`config.mk`:
```
export PLATFORM = sky130hd
export DESIGN_NAME = brick_mem_arbiter
export DESIGN_NICKNAME = d
export VERILOG_FILES = /design/src/rtl/brick_mem_arbiter_pkg.sv /design/src/rtl/brick_mem_arbiter_rr_arbiter2.sv /design/src/rtl/brick_mem_arbiter.sv
export SDC_FILE = /design/constraint.sdc
export NUM_CORES = 1
export LEC_CHECK = 0
export ABC_AREA = 1
export CORE_UTILIZATION = 45
export DETAILED_ROUTE_END_ITERATION = 16
export PLACE_DENSITY_LB_ADDON = 0.15
export SETUP_SLACK_MARGIN = 0.2
export SLEW_MARGIN = 10
export SYNTH_ARGS = -nofsm -noshare
export SYNTH_HDL_FRONTEND = slang
export SYNTH_SLANG_ARGS = --single-unit
```
`constraint.sdc`:
```
create_clock -name clk -period 1.4 [get_ports clk]
set_clock_uncertainty 0.05 [all_clocks]
set_input_delay 0.14 -clock clk [delete_from_list [all_inputs] [get_ports clk]]
set_output_delay 0.14 -clock clk [all_outputs]
set_load 0.03 [all_outputs]
```
`src/rtl/brick_mem_arbiter_pkg.sv`:
```
// Shared brick definitions: default widths, FSM state encoding and
// the request-index mapping used by the arbiter and its round-robin pick.
package brick_mem_arbiter_pkg;

    // Default brick-memory geometry.
    localparam int BRICK_ADDR_W   = 10;
    localparam int BRICK_HEALTH_W = 2;

    // Bit positions inside the one-hot pick vector.
    localparam int PICK_LD  = 0;
    localparam int PICK_HIT = 1;

    // Arbiter FSM states.
    typedef enum logic [2:0] {
        ST_IDLE      = 3'd0,
        ST_LD_WRITE  = 3'd1,
        ST_HIT_READ  = 3'd2,
        ST_HIT_WAIT  = 3'd3,
        ST_HIT_WRITE = 3'd4,
        ST_DRAW      = 3'd5
    } arb_state_t;

endpackage

```
`src/rtl/brick_mem_arbiter_rr_arbiter2.sv`:
```
// Two-way round-robin pick between the loader and the collision requester.
// A lone requester always wins; on a tie the side that was not granted
// last wins. last_ld = 0 (the reset value) therefore favours the loader.
module rr_arbiter2
    import brick_mem_arbiter_pkg::*;
(
    input  logic       req_ld,
    input  logic       req_hit,
    input  logic       last_ld,
    output logic [1:0] pick
);

    // Purely combinational one-hot pick; at most one bit is ever set.
    always_comb begin
        pick = 2'b00;
        if (req_ld && (!req_hit || !last_ld)) begin
            pick[PICK_LD] = 1'b1;
        end else if (req_hit) begin
            pick[PICK_HIT] = 1'b1;
        end
    end

endmodule

```
`src/rtl/brick_mem_arbiter.sv`:
```
// Brick-memory arbiter: serialises loader writes and collision hits onto a
// single brick RAM port, then hands each changed brick to the drawing
// engine. Every output comes from a register or from the state register,
// so no input reaches an output combinationally.
module brick_mem_arbiter
    import brick_mem_arbiter_pkg::*;
#(
    parameter int ADDR_W   = BRICK_ADDR_W,
    parameter int HEALTH_W = BRICK_HEALTH_W
) (
    input  logic                clk,
    input  logic                reset,

    // Loader write requests
    input  logic                ld_req,
    input  logic [ADDR_W-1:0]   ld_addr,
    input  logic [HEALTH_W-1:0] ld_health,
    output logic                ld_gnt,

    // Collision (health decrement) requests
    input  logic                hit_req,
    input  logic [ADDR_W-1:0]   hit_addr,
    output logic                hit_gnt,
    output logic                hit_destroyed,

    // Brick RAM port (read data valid one cycle after the address)
    output logic [ADDR_W-1:0]   mem_addr,
    output logic                mem_we,
    output logic [HEALTH_W-1:0] mem_wdata,
    input  logic [HEALTH_W-1:0] mem_rdata,

    // Drawing-engine handshake
    output logic                draw_req,
    output logic [ADDR_W-1:0]   draw_addr,
    output logic [HEALTH_W-1:0] draw_health,
    input  logic                draw_ack,

    output logic                busy
);

    arb_state_t          state_reg;
    logic                last_ld_reg;     // 1: loader was granted most recently
    logic [ADDR_W-1:0]   addr_reg;        // slot of the transaction in flight
    logic [HEALTH_W-1:0] health_reg;      // loader value or captured hit health

    logic                ld_gnt_reg;
    logic                hit_gnt_reg;
    logic                hit_destroyed_reg;
    logic [ADDR_W-1:0]   mem_addr_reg;
    logic                mem_we_reg;
    logic [HEALTH_W-1:0] mem_wdata_reg;
    logic                draw_req_reg;
    logic [ADDR_W-1:0]   draw_addr_reg;
    logic [HEALTH_W-1:0] draw_health_reg;

    logic [1:0]          pick;

    rr_arbiter2 u_rr (
        .req_ld  (ld_req),
        .req_hit (hit_req),
        .last_ld (last_ld_reg),
        .pick    (pick)
    );

    // Transaction FSM with registered outputs. Pulse outputs default low each
    // cycle; the draw outputs and the RAM address hold until changed.
    always_ff @(posedge clk or posedge reset) begin
        if (reset) begin
            state_reg         <= ST_IDLE;
            last_ld_reg       <= 1'b0;
            addr_reg          <= '0;
            health_reg        <= '0;
            ld_gnt_reg        <= 1'b0;
            hit_gnt_reg       <= 1'b0;
            hit_destroyed_reg <= 1'b0;
            mem_addr_reg      <= '0;
            mem_we_reg        <= 1'b0;
            mem_wdata_reg     <= '0;
            draw_req_reg      <= 1'b0;
            draw_addr_reg     <= '0;
            draw_health_reg   <= '0;
        end else begin
            ld_gnt_reg        <= 1'b0;
            hit_gnt_reg       <= 1'b0;
            hit_destroyed_reg <= 1'b0;
            mem_we_reg        <= 1'b0;

            case (state_reg)
                ST_IDLE: begin
                    if (pick[PICK_LD]) begin
                        // Loader write is committed in the very next cycle.
                        addr_reg      <= ld_addr;
                        health_reg    <= ld_health;
                        last_ld_reg   <= 1'b1;
                        mem_addr_reg  <= ld_addr;
                        mem_wdata_reg <= ld_health;
                        mem_we_reg    <= 1'b1;
                        ld_gnt_reg    <= 1'b1;
                        state_reg     <= ST_LD_WRITE;
                    end else if (pick[PICK_HIT]) begin
                        // Present the read address; data returns a cycle later.
                        addr_reg      <= hit_addr;
                        last_ld_reg   <= 1'b0;
                        mem_addr_reg  <= hit_addr;
                        state_reg     <= ST_HIT_READ;
                    end
                end

                ST_LD_WRITE: begin
                    draw_req_reg    <= 1'b1;
                    draw_addr_reg   <= addr_reg;
                    draw_health_reg <= health_reg;
                    state_reg       <= ST_DRAW;
                end

                ST_HIT_READ: begin
                    state_reg <= ST_HIT_WAIT;
                end

                ST_HIT_WAIT: begin
                    // RAM data is valid now; set up the write-back cycle.
                    // An empty slot is left alone so health never wraps.
                    health_reg  <= mem_rdata;
                    hit_gnt_reg <= 1'b1;
                    if (mem_rdata != '0) begin
                        mem_we_reg        <= 1'b1;
                        mem_wdata_reg     <= mem_rdata - HEALTH_W'(1);
                        hit_destroyed_reg <= (mem_rdata == HEALTH_W'(1));
                    end
                    state_reg <= ST_HIT_WRITE;
                end

                ST_HIT_WRITE: begin
                    if (health_reg != '0) begin
                        draw_req_reg    <= 1'b1;
                        draw_addr_reg   <= addr_reg;
                        draw_health_reg <= health_reg - HEALTH_W'(1);
                        state_reg       <= ST_DRAW;
                    end else begin
                        state_reg <= ST_IDLE;
                    end
                end

                ST_DRAW: begin
                    if (draw_ack) begin
                        draw_req_reg <= 1'b0;
                        state_reg    <= ST_IDLE;
                    end
                end

                default: begin
                    state_reg <= ST_IDLE;
                end
            endcase
        end
    end

    assign ld_gnt        = ld_gnt_reg;
    assign hit_gnt       = hit_gnt_reg;
    assign hit_destroyed = hit_destroyed_reg;
    assign mem_addr      = mem_addr_reg;
    assign mem_we        = mem_we_reg;
    assign mem_wdata     = mem_wdata_reg;
    assign draw_req      = draw_req_reg;
    assign draw_addr     = draw_addr_reg;
    assign draw_health   = draw_health_reg;
    assign busy          = (state_reg != ST_IDLE);

endmodule

```
# --- After elaboration in Yosys (flattened, before gate mapping) ---
# Index checks and enable logic that the tools add are counted.
op_classes:
  n_addsub: 2
  n_eq_ne: 11
  n_mux: 30
  n_reduce_logical: 18
op_table:
  columns: ["operator", "count"]
  rows:
  - ["10-bit 2-to-1 mux", 3]
  - ["10-bit case mux with 2 select lines", 1]
  - ["3-bit case mux with 6 select lines", 1]
  - ["1-bit 2-to-1 mux", 13]
  - ["3-bit 2-to-1 mux", 4]
  - ["2-bit case mux with 2 select lines", 3]
  - ["2-bit nonzero test", 5]
  - ["2-bit inequality test, second input constant", 4]
  - ["2-bit AND reduction", 4]
  - ["3-bit by 2-bit == test with 1-bit output, second input constant", 2]
  - ["3-bit == test, second input constant", 2]
  - ["2-bit 2-to-1 mux", 3]
  - ["3-bit AND reduction", 2]
  - ["3-bit nonzero test", 2]
  - ["2-bit by 1-bit subtractor with 2-bit output, second input constant", 2]
  - ["3-bit by 1-bit == test with 1-bit output, second input constant", 1]
  - ["3-bit logical NOT", 1]
  - ["3-bit inequality test, second input constant", 1]
  - ["1-bit case mux with 3 select lines", 1]
  - ["2-bit by 1-bit == test with 1-bit output, second input constant", 1]
  - ["1-bit logical NOT", 2]
  - ["1-bit case mux with 2 select lines", 1]
  - ["1-bit logical AND", 1]
  - ["1-bit logical OR", 1]
word_totals:
  ff_bits: 35
  in_bits: 29

# --- Longest topological paths before layout ---
# Gate-level depths: netlist of run 1.
logic_depth:
  ltp_word: 7
  ltp_mapped: 9

# --- Hierarchy ---
# Synthesis of run 1 repeated with hierarchy kept, for this count alone.
hier_totals:
  hier_cells: 224
  area_unflattened_um2: 1695.4
by_module_without_submodules:
  columns: ["mod", "instances", "cells_per_inst", "area_each_um2", "seq_area_each_um2"]
  rows:
  - ["brick_mem_arbiter", 1, 220, 1667.8, 875.8]
  - ["rr_arbiter2", 1, 4, 27.5, 0.0]

# --- Least setup slack after synthesis of run 1 ---
# Ideal clock, no wire load.
synth_path:
  path_type: "reg2reg"
  startpoint: "reg health_reg[0]"
  endpoint: "reg draw_addr_reg[0] (netlist: draw_addr[0])"
  arrival_ns: 1.110
  required_time_ns: 1.232
  setup_slack_ns: 0.122
  path_stages_with_launch: 10
  path_buffers: 1
  period_less_slack_ns: 1.278
  cell_sequence: "dfrtp_1 -> inv_1 -> ha_1 -> nor2_2 -> nand2_2 -> nand2_4 -> inv_4 -> buf_6 -> nand2_1 -> nand2_1"
synth_between:
  elab_chain_cells: 3
synth_rtl:
  columns: ["element", "line_no", "rtl"]
  rows:
  - ["start, declared", "brick_mem_arbiter.sv:44", "logic [HEALTH_W-1:0] health_reg;"]
  - ["start signal, assigned", "brick_mem_arbiter.sv:93", "health_reg <= ld_health;"]
  - ["start signal, assigned", "brick_mem_arbiter.sv:123", "health_reg <= mem_rdata;"]
  - ["2-bit nonzero test", "brick_mem_arbiter.sv:134", "if (health_reg != '0) begin"]
  - ["2-bit inequality test (no line)", null, null]
  - ["2-bit AND reduction (no line)", null, null]
  - ["end signal, assigned", "brick_mem_arbiter.sv:111", "draw_addr_reg <= addr_reg;"]
  - ["end signal, assigned", "brick_mem_arbiter.sv:136", "draw_addr_reg <= addr_reg;"]
  - ["end, declared", "brick_mem_arbiter.sv:53", "logic [ADDR_W-1:0] draw_addr_reg;"]
# Every way passes these cells.
# A chain may end at the register's enable or synchronous reset.

# --- Worst setup path after layout of run 1 ---
layout_path:
  startpoint: "reg state_reg[1]"
  endpoint: "reg draw_addr_reg[4] (netlist: draw_addr[4])"
layout_between:
  elab_chain_cells: 3
layout_rtl:
  columns: ["element", "line_no", "rtl"]
  rows:
  - ["start, declared", "brick_mem_arbiter.sv:41", "arb_state_t state_reg;"]
  - ["start signal, assigned", "brick_mem_arbiter.sv:69", "state_reg <= ST_IDLE;"]
  - ["start signal, assigned", "brick_mem_arbiter.sv:99", "state_reg <= ST_LD_WRITE;"]
  - ["start signal, assigned", "brick_mem_arbiter.sv:105", "state_reg <= ST_HIT_READ;"]
  - ["3-bit == test or 3-bit by 1-bit == test with 1-bit output (tied branches)", "brick_mem_arbiter.sv:88", "case (state_reg)"]
  - ["2-bit inequality test (no line) or 2-bit nonzero test (tied branches)", null, null]
  - ["2-bit AND reduction (no line)", null, null]
# Parallel ways exist; a longest one is shown, timed or not.

==> results.md, run 1 <==
* EDFF count, synth at 0
* CP max FO at 5
* Rows at 21
* Initial antenna violation count at 0
* Largest net degree at the start of global routing at 36
* Reg2reg end: draw_addr[4]
* Crit-path slowest cell: dfrtp_2
* Area of the mapped netlist at 1690 um^2
* Setup TNS at 0 ns
* Maximum VDD drop at 1270 uV
* Final Setup Violations at 0
* Synth warn at 0
* Total global-route track usage at 0.233
* Syn avg cell area at 7.76 um^2
* CTS sink count at 35
* Synth-to-layout area growth at 64.4%
* FF+latch count, synth at 35
* Synthesized net count at 250
* Number of CTS-inserted buffers at 5
* Via count of the first global-routing pass at 1565
* Fin nets at 335
* Number of max-cap violations at 0
* # DRC at 0
* Status: finished, final reports clean
* Crit-path leading delay family: flip-flops
* Crit Path Category: reg2reg
* Worst path arrival time at 1.50 ns
* Relative slew margins at 0.801
* Vias at 1696
* Share of layout cells above drive strength 1 at 0.382
* Reg2Reg Setup Slack at 0.08 ns
* Peak Freq at 755 MHz
* FFs w/ async S/R, synth at 1.00
* Total placed cells including tap cells at 327
* Final Instance Area at 2780 um^2
* Final Wtd Congestion at 0.820
* Crit path launch type: flop
* Dpl cell area at 2400 um^2
* Leakage at 1.47 nW
* Htree depth at 2
* Seq/Total Area, Yosys at 0.518
* Final Instance Count excl. Fillers at 350
* Worst Path Buf+Inv at 2
* Type of the most critical hold path: in2async
* IO buf count at 58
* Die area at 4010 um^2
* Crit path capture type: flop
* GRT overflow at 0
* Post-Syn Instances at 218
* Most frequent cells in the layout: nand2_1 (101), dfrtp_1 (31), clkdlybuf4s50_1 (28)
* First-pass GRT wire length at 7200 um
* Io pins at 59
* Hold Vio Cnt, Final at 0
* DIE HEIGHT at 63.3 um
* Critical-path cell list: nor2_4 -> buf_6 -> nand2_4 -> nand2_8 -> clkbuf_16 -> nand2_2 -> nand2_1
* R2R cell count at 7
* Antenna diodes at 0
* Iter 0 DRT Violations at 76
* Routed Antenna Nets at 0
* Crit path largest cell delay at 0.45 ns
* CP required at 1.57 ns
* Final Cycle Share at 0.946
* Clock Latency Late Sink at 0.28 ns
* Width of the die at 63.3 um
* DP HPWL at 2830 um
* CP endpoint: draw_addr[4]
* Wire per inst at 13.3 um
* Primary FF master, synth: dfrtp_1
* CTS Root Cell: clkbuf_8
* DR pass1 iterations at 4
* Post-synth cell types at 21
* Routed WL at 4660 um
* CP Depth at 7
* Tmin final at 1.32 ns
* Critical R2R Launch: state_reg[1]
* CORE AREA at 3470 um^2
* Max clock buf depth at 2
* Drt via density at 4.85
* Most common cell after layout, fill and taps aside: nand2_1
* PD cells at 2360 nW/um^2
* Clock-pin slew on the worst setup and hold paths at 0.07 ns
* Setup crit start: state_reg[1]
* Slew @ Worst Pin at 0.300 ns
* Pins Over Slew Limit at 0
* RSZ-0062 raised after global routing: true
* CTS tree: done
* Effective utilization at floorplan at 0.488
-- Yosys cell counts, types with 2 or more instances --
| master | count | area share |
|---|---|---|
| nand2_1 | 123 | 0.27 |
| inv_1 | 12 | 0.027 |
| nand3_1 | 13 | 0.038 |
| buf_6 | 3 | 0.020 |
| buf_2 | 2 | 0.0059 |
| inv_2 | 3 | 0.0067 |
| ha_1 | 3 | 0.022 |
| nor2_2 | 3 | 0.011 |
| o21ai_0 | 2 | 0.0059 |
| nand2_2 | 6 | 0.022 |
| nor2_1 | 4 | 0.0089 |
| dfrtp_1 | 35 | 0.52 |
-- what timing repair did --
action	4_1_cts	5_1_grt
gates resized for setup	98	60
hold buffers	0	0
setup buffers	8	6
endpoints found under the setup margin	61	46
gates cloned	0	1
pin swaps	11	19
-- logic make-up (layout without fill, tap and decap cells) --
logic type | after synthesis | count (layout) | synth area share
buf+inv | 22 | 108 | 0.0673
simple gates | 153 | 153 | 0.376
compound gates | 5 | 5 | 0.0170
flops | 35 | 35 | 0.518
fa+ha+maj | 3 | 3 | 0.0222
-- cell type report --
type                    instances  area, um^2
fillers                       239         687
multi-input cells             161         881
flip-flops and latches         35         881
well taps                      46        57.6
repair buffers                 84         806
clock buffers                   7        76.3
inverters                      16        75.1
clock inverters                 1        5.00
-- worst reg2reg max path: cells and delay by family, from the launching register on --
family / cells / cell delay [ns]
flops: 1 / 0.45
buf+inv: 2 / 0.30
simple gates: 5 / 0.45
-- per-layer routing --
layer  routed length, um  vias to the layer above  global-route usage  share of wire
li1                    -                      831                   -              -
met1                2090                      803               0.318           0.45
met2                2310                       56               0.359           0.50
met3                 218                        6              0.0670          0.047
met4                  46                        0              0.0710         0.0099
met5                   0                        -                   0              0
-- worst min path at each step --
stage                       from            end  slack [ns]  depth (start not counted)
floorplan                  reset   draw_addr[0]        0.24                          1
global placement    draw_addr[4]   draw_addr[4]        0.40                          2
detailed placement  draw_addr[5]   draw_addr[5]        0.41                          2
CTS                        reset  hit_destroyed        0.15                          3
global route               reset   state_reg[2]        0.18                          3
finish                     reset   draw_addr[6]        0.15                          3
-- power by group --
group	leakage, nW	internal [mW]	total [mW]	switching (mW)
Sequential	0.440	1.46	1.84	0.385
Combinational	0.988	1.66	4.03	2.37
Clock	0.0422	0.349	0.691	0.343
-- metrics by stage --
| step | power (mW) | hold slack (ns) | worst slack (ns) | utilization |
|---|---|---|---|---|
| global placement | 4.89 | 0.403 | 0.0400 | 0.693 |
| finish | 6.57 | 0.152 | 0.0753 | 0.802 |
| floorplan | 3.75 | 0.244 | 0.179 | - |
| CTS | 5.89 | 0.153 | 0.116 | 0.757 |
| global route | 6.98 | 0.183 | 0.0305 | 0.802 |
| detailed placement | 4.95 | 0.412 | 0.0116 | 0.693 |
No activity file was read; power rests on OpenSTA's default activity.
==> run 2: changes to the inputs <==
Settings changed: SKIP_LAST_GASP set to 1, SLEW_MARGIN 10 to unset.
==> results of run 2 <==
Same layout as run 1: the final DEF is identical, and so are final timing and power.
==> run 3: changes to the inputs <==
Settings changed: HOLD_SLACK_MARGIN set to 0.03, SETUP_SLACK_MARGIN 0.2 to unset.
==> run 3 against run 2 <==
Via count shrank 6.2%. Worst hold slack gained 0.0038 ns. Clock power grew 14%. Maximum frequency shrank 2.5%. Non-clock buffer count shrank 11. Sequential power shrank 4%. Total power shrank 16%. Routed wire length shrank 17%. Critical path type is now reg2out. Critical endpoint is now busy. Largest power group unchanged.
==> results.md, run 3 (same netlist as run 1, synthesis figures left out) <==
* Worst hold slack at 0.155 ns (+0.00380 ns)
* Crit-path slowest cell: dfrtp_2
* Crit path launch type: flop
* Clock Latency Late Sink at 0.28 ns (about the same)
* Peak Freq at 736 MHz (-2.5%)
* IO buf count at 58 (unchanged)
* Leakage at 1.41 nW (-4.2%)
* Number of CTS-inserted buffers at 5 (unchanged)
* Routed Antenna Nets at 0 (unchanged)
* Antenna diodes at 0 (unchanged)
* Relative slew margins at 0.787 (-0.0140)
* Hold Vio Cnt, Final at 0 (unchanged)
* Drt via density at 4.69 (-3.1%)
* DR pass1 iterations at 4 (unchanged)
* Synth-to-layout area growth at 47.4%
* Vias at 1591 (-6.2%)
* Reg2Reg Setup Slack at 0.07 ns (about the same)
* Final Instance Count excl. Fillers at 339 (-3.1%)
* DIE HEIGHT at 63.3 um (unchanged)
* Die area at 4010 um^2 (unchanged)
* Wire per inst at 11.4 um (-15%)
* Total placed cells including tap cells at 326 (-0.31%)
* Crit path largest cell delay at 0.46 ns (about the same)
* RSZ-0062 raised after global routing: true
* Status: finished, final reports clean
* Io pins at 59 (unchanged)
* CORE AREA at 3470 um^2 (unchanged)
* R2R cell count at 7 (unchanged)
* CP max FO at 7 (+2)
* Type of the most critical hold path: in2async
* Fin nets at 324 (-3.3%)
* Reg2reg end: mem_addr[8]
* GRT overflow at 0 (unchanged)
* # DRC at 0 (unchanged)
* Htree depth at 2 (unchanged)
* Critical-path cell list: inv_2 -> nand2_2 -> buf_4
* DP HPWL at 2830 um (-0.16%)
* Iter 0 DRT Violations at 66 (-13%)
* Max clock buf depth at 2 (unchanged)
* Setup TNS at 0 ns (unchanged)
* Width of the die at 63.3 um (unchanged)
* Tot Pwr at 5.54 mW (-16%)
* Total global-route track usage at 0.216 (-0.0167)
* CP required at 1.21 ns (-0.36 ns)
* Crit Path Category: reg2out
* CTS Root Cell: clkbuf_8
* Initial antenna violation count at 0 (unchanged)
* Rows at 21 (unchanged)
* Hold_buf cts at 0 (unchanged)
* PD cells at 2220 nW/um^2 (-5.9%)
* Maximum VDD drop at 1150 uV (-9.4%)
* Crit path capture type: output port
* Worst path arrival time at 1.17 ns (-0.33 ns)
* Most common cell after layout, fill and taps aside: nand2_1
* CTS tree: done
* First-pass GRT wire length at 6660 um (-7.6%)
* Crit-path leading delay family: flip-flops
* Register area at 880 um^2 (-0.14%)
* Critical R2R Launch: state_reg[1]
* Number of max-cap violations at 0 (unchanged)
* Final Setup Violations at 0 (unchanged)
* Layout fillers at 299 (+25%)
* Pins Over Slew Limit at 0 (unchanged)
* Tmin final at 1.36 ns (+0.0337 ns)
* Multi-input logic area at 712 um^2 (-19%)
* Most frequent cells in the layout: nand2_1 (122), dfrtp_1 (32), dlygate4sd2_1 (29)
* Final Cycle Share at 0.970 (+0.0241)
* Largest net degree at the start of global routing at 36 (unchanged)
* Final Wtd Congestion at 0.791 (-3.6%)
* Slew @ Worst Pin at 0.321 ns (+0.0211 ns)
* Routed WL at 3850 um (-17%)
* Worst Path Buf+Inv at 2 (unchanged)
* Via count of the first global-routing pass at 1499 (-4.2%)
* Share of layout cells above drive strength 1 at 0.154 (-0.228)
* CTS sink count at 35 (unchanged)
* Clock-pin slew on the worst setup and hold paths at 0.07 ns (about the same)
* Effective utilization at floorplan at 0.488 (unchanged)
==> run 3: timing repair <==
item	in CTS	in global routing
endpoints found under the hold margin	0	0
setup endpoints to repair	30	16
pin swaps	1	1
resized for setup	32	4
setup buffers	1	4
==> run 3: per-stage QoR <==
stage / util / worst slack, ns / cell area [um^2]
floorplan: - / 0.122 / 1690
global placement: 0.685 / 0.0521 / 2380
detailed placement: 0.685 / -0.0112 / 2380
CTS: 0.708 / 0.000371 / 2450
global route: 0.719 / -0.0180 / 2490
finish: 0.719 / 0.0415 / 2490
==> run 3: how the worst max path moves through the flow <==
stage,endpoint,slack [ns],depth (start not counted),startpoint
after floorplan,draw_addr[0],0.12,9,health_reg[0]
after global placement,mem_addr[7],0.05,9,hit_req
after detailed placement,mem_wdata[1],-0.01,7,hit_req
after CTS,busy,0.0004,3,state_reg[2]
after global routing,busy,-0.02,3,state_reg[2]
final,busy,0.04,3,state_reg[2]
==> run 3: area by class of cell <==
type                       instances  share of cell area
sequential                        35               0.353
inverter                          16              0.0261
multi-input combinational        161               0.285
clock buffer                       8              0.0401
tap                               46              0.0231
timing repair buffer              73               0.272
==> run 3: report_power, final <==
part / switching, mW / internal [mW]
Combinational: 1.90 / 1.09
Clock: 0.336 / 0.449
Sequential: 0.309 / 1.46
Total: 2.54 / 3.00
==> run 3: worst register-to-register path, delay by kind of cell, from the launching register on <==
| kind | cells | cell delay [ns] |
|---|---|---|
| buf+inv | 2 | 0.27 |
| flops | 1 | 0.46 |
| simple gates | 5 | 0.44 |
==> run 3: routing by layer <==
| metal | up-vias | wire length, um | GRT usage |
|---|---|---|---|
| li1 | 807 | - | - |
| met1 | 722 | 1750 | 0.285 |
| met2 | 55 | 1850 | 0.352 |
| met3 | 7 | 186 | 0.0399 |
| met4 | 0 | 61 | 0.0852 |
| met5 | - | 0 | 0 |
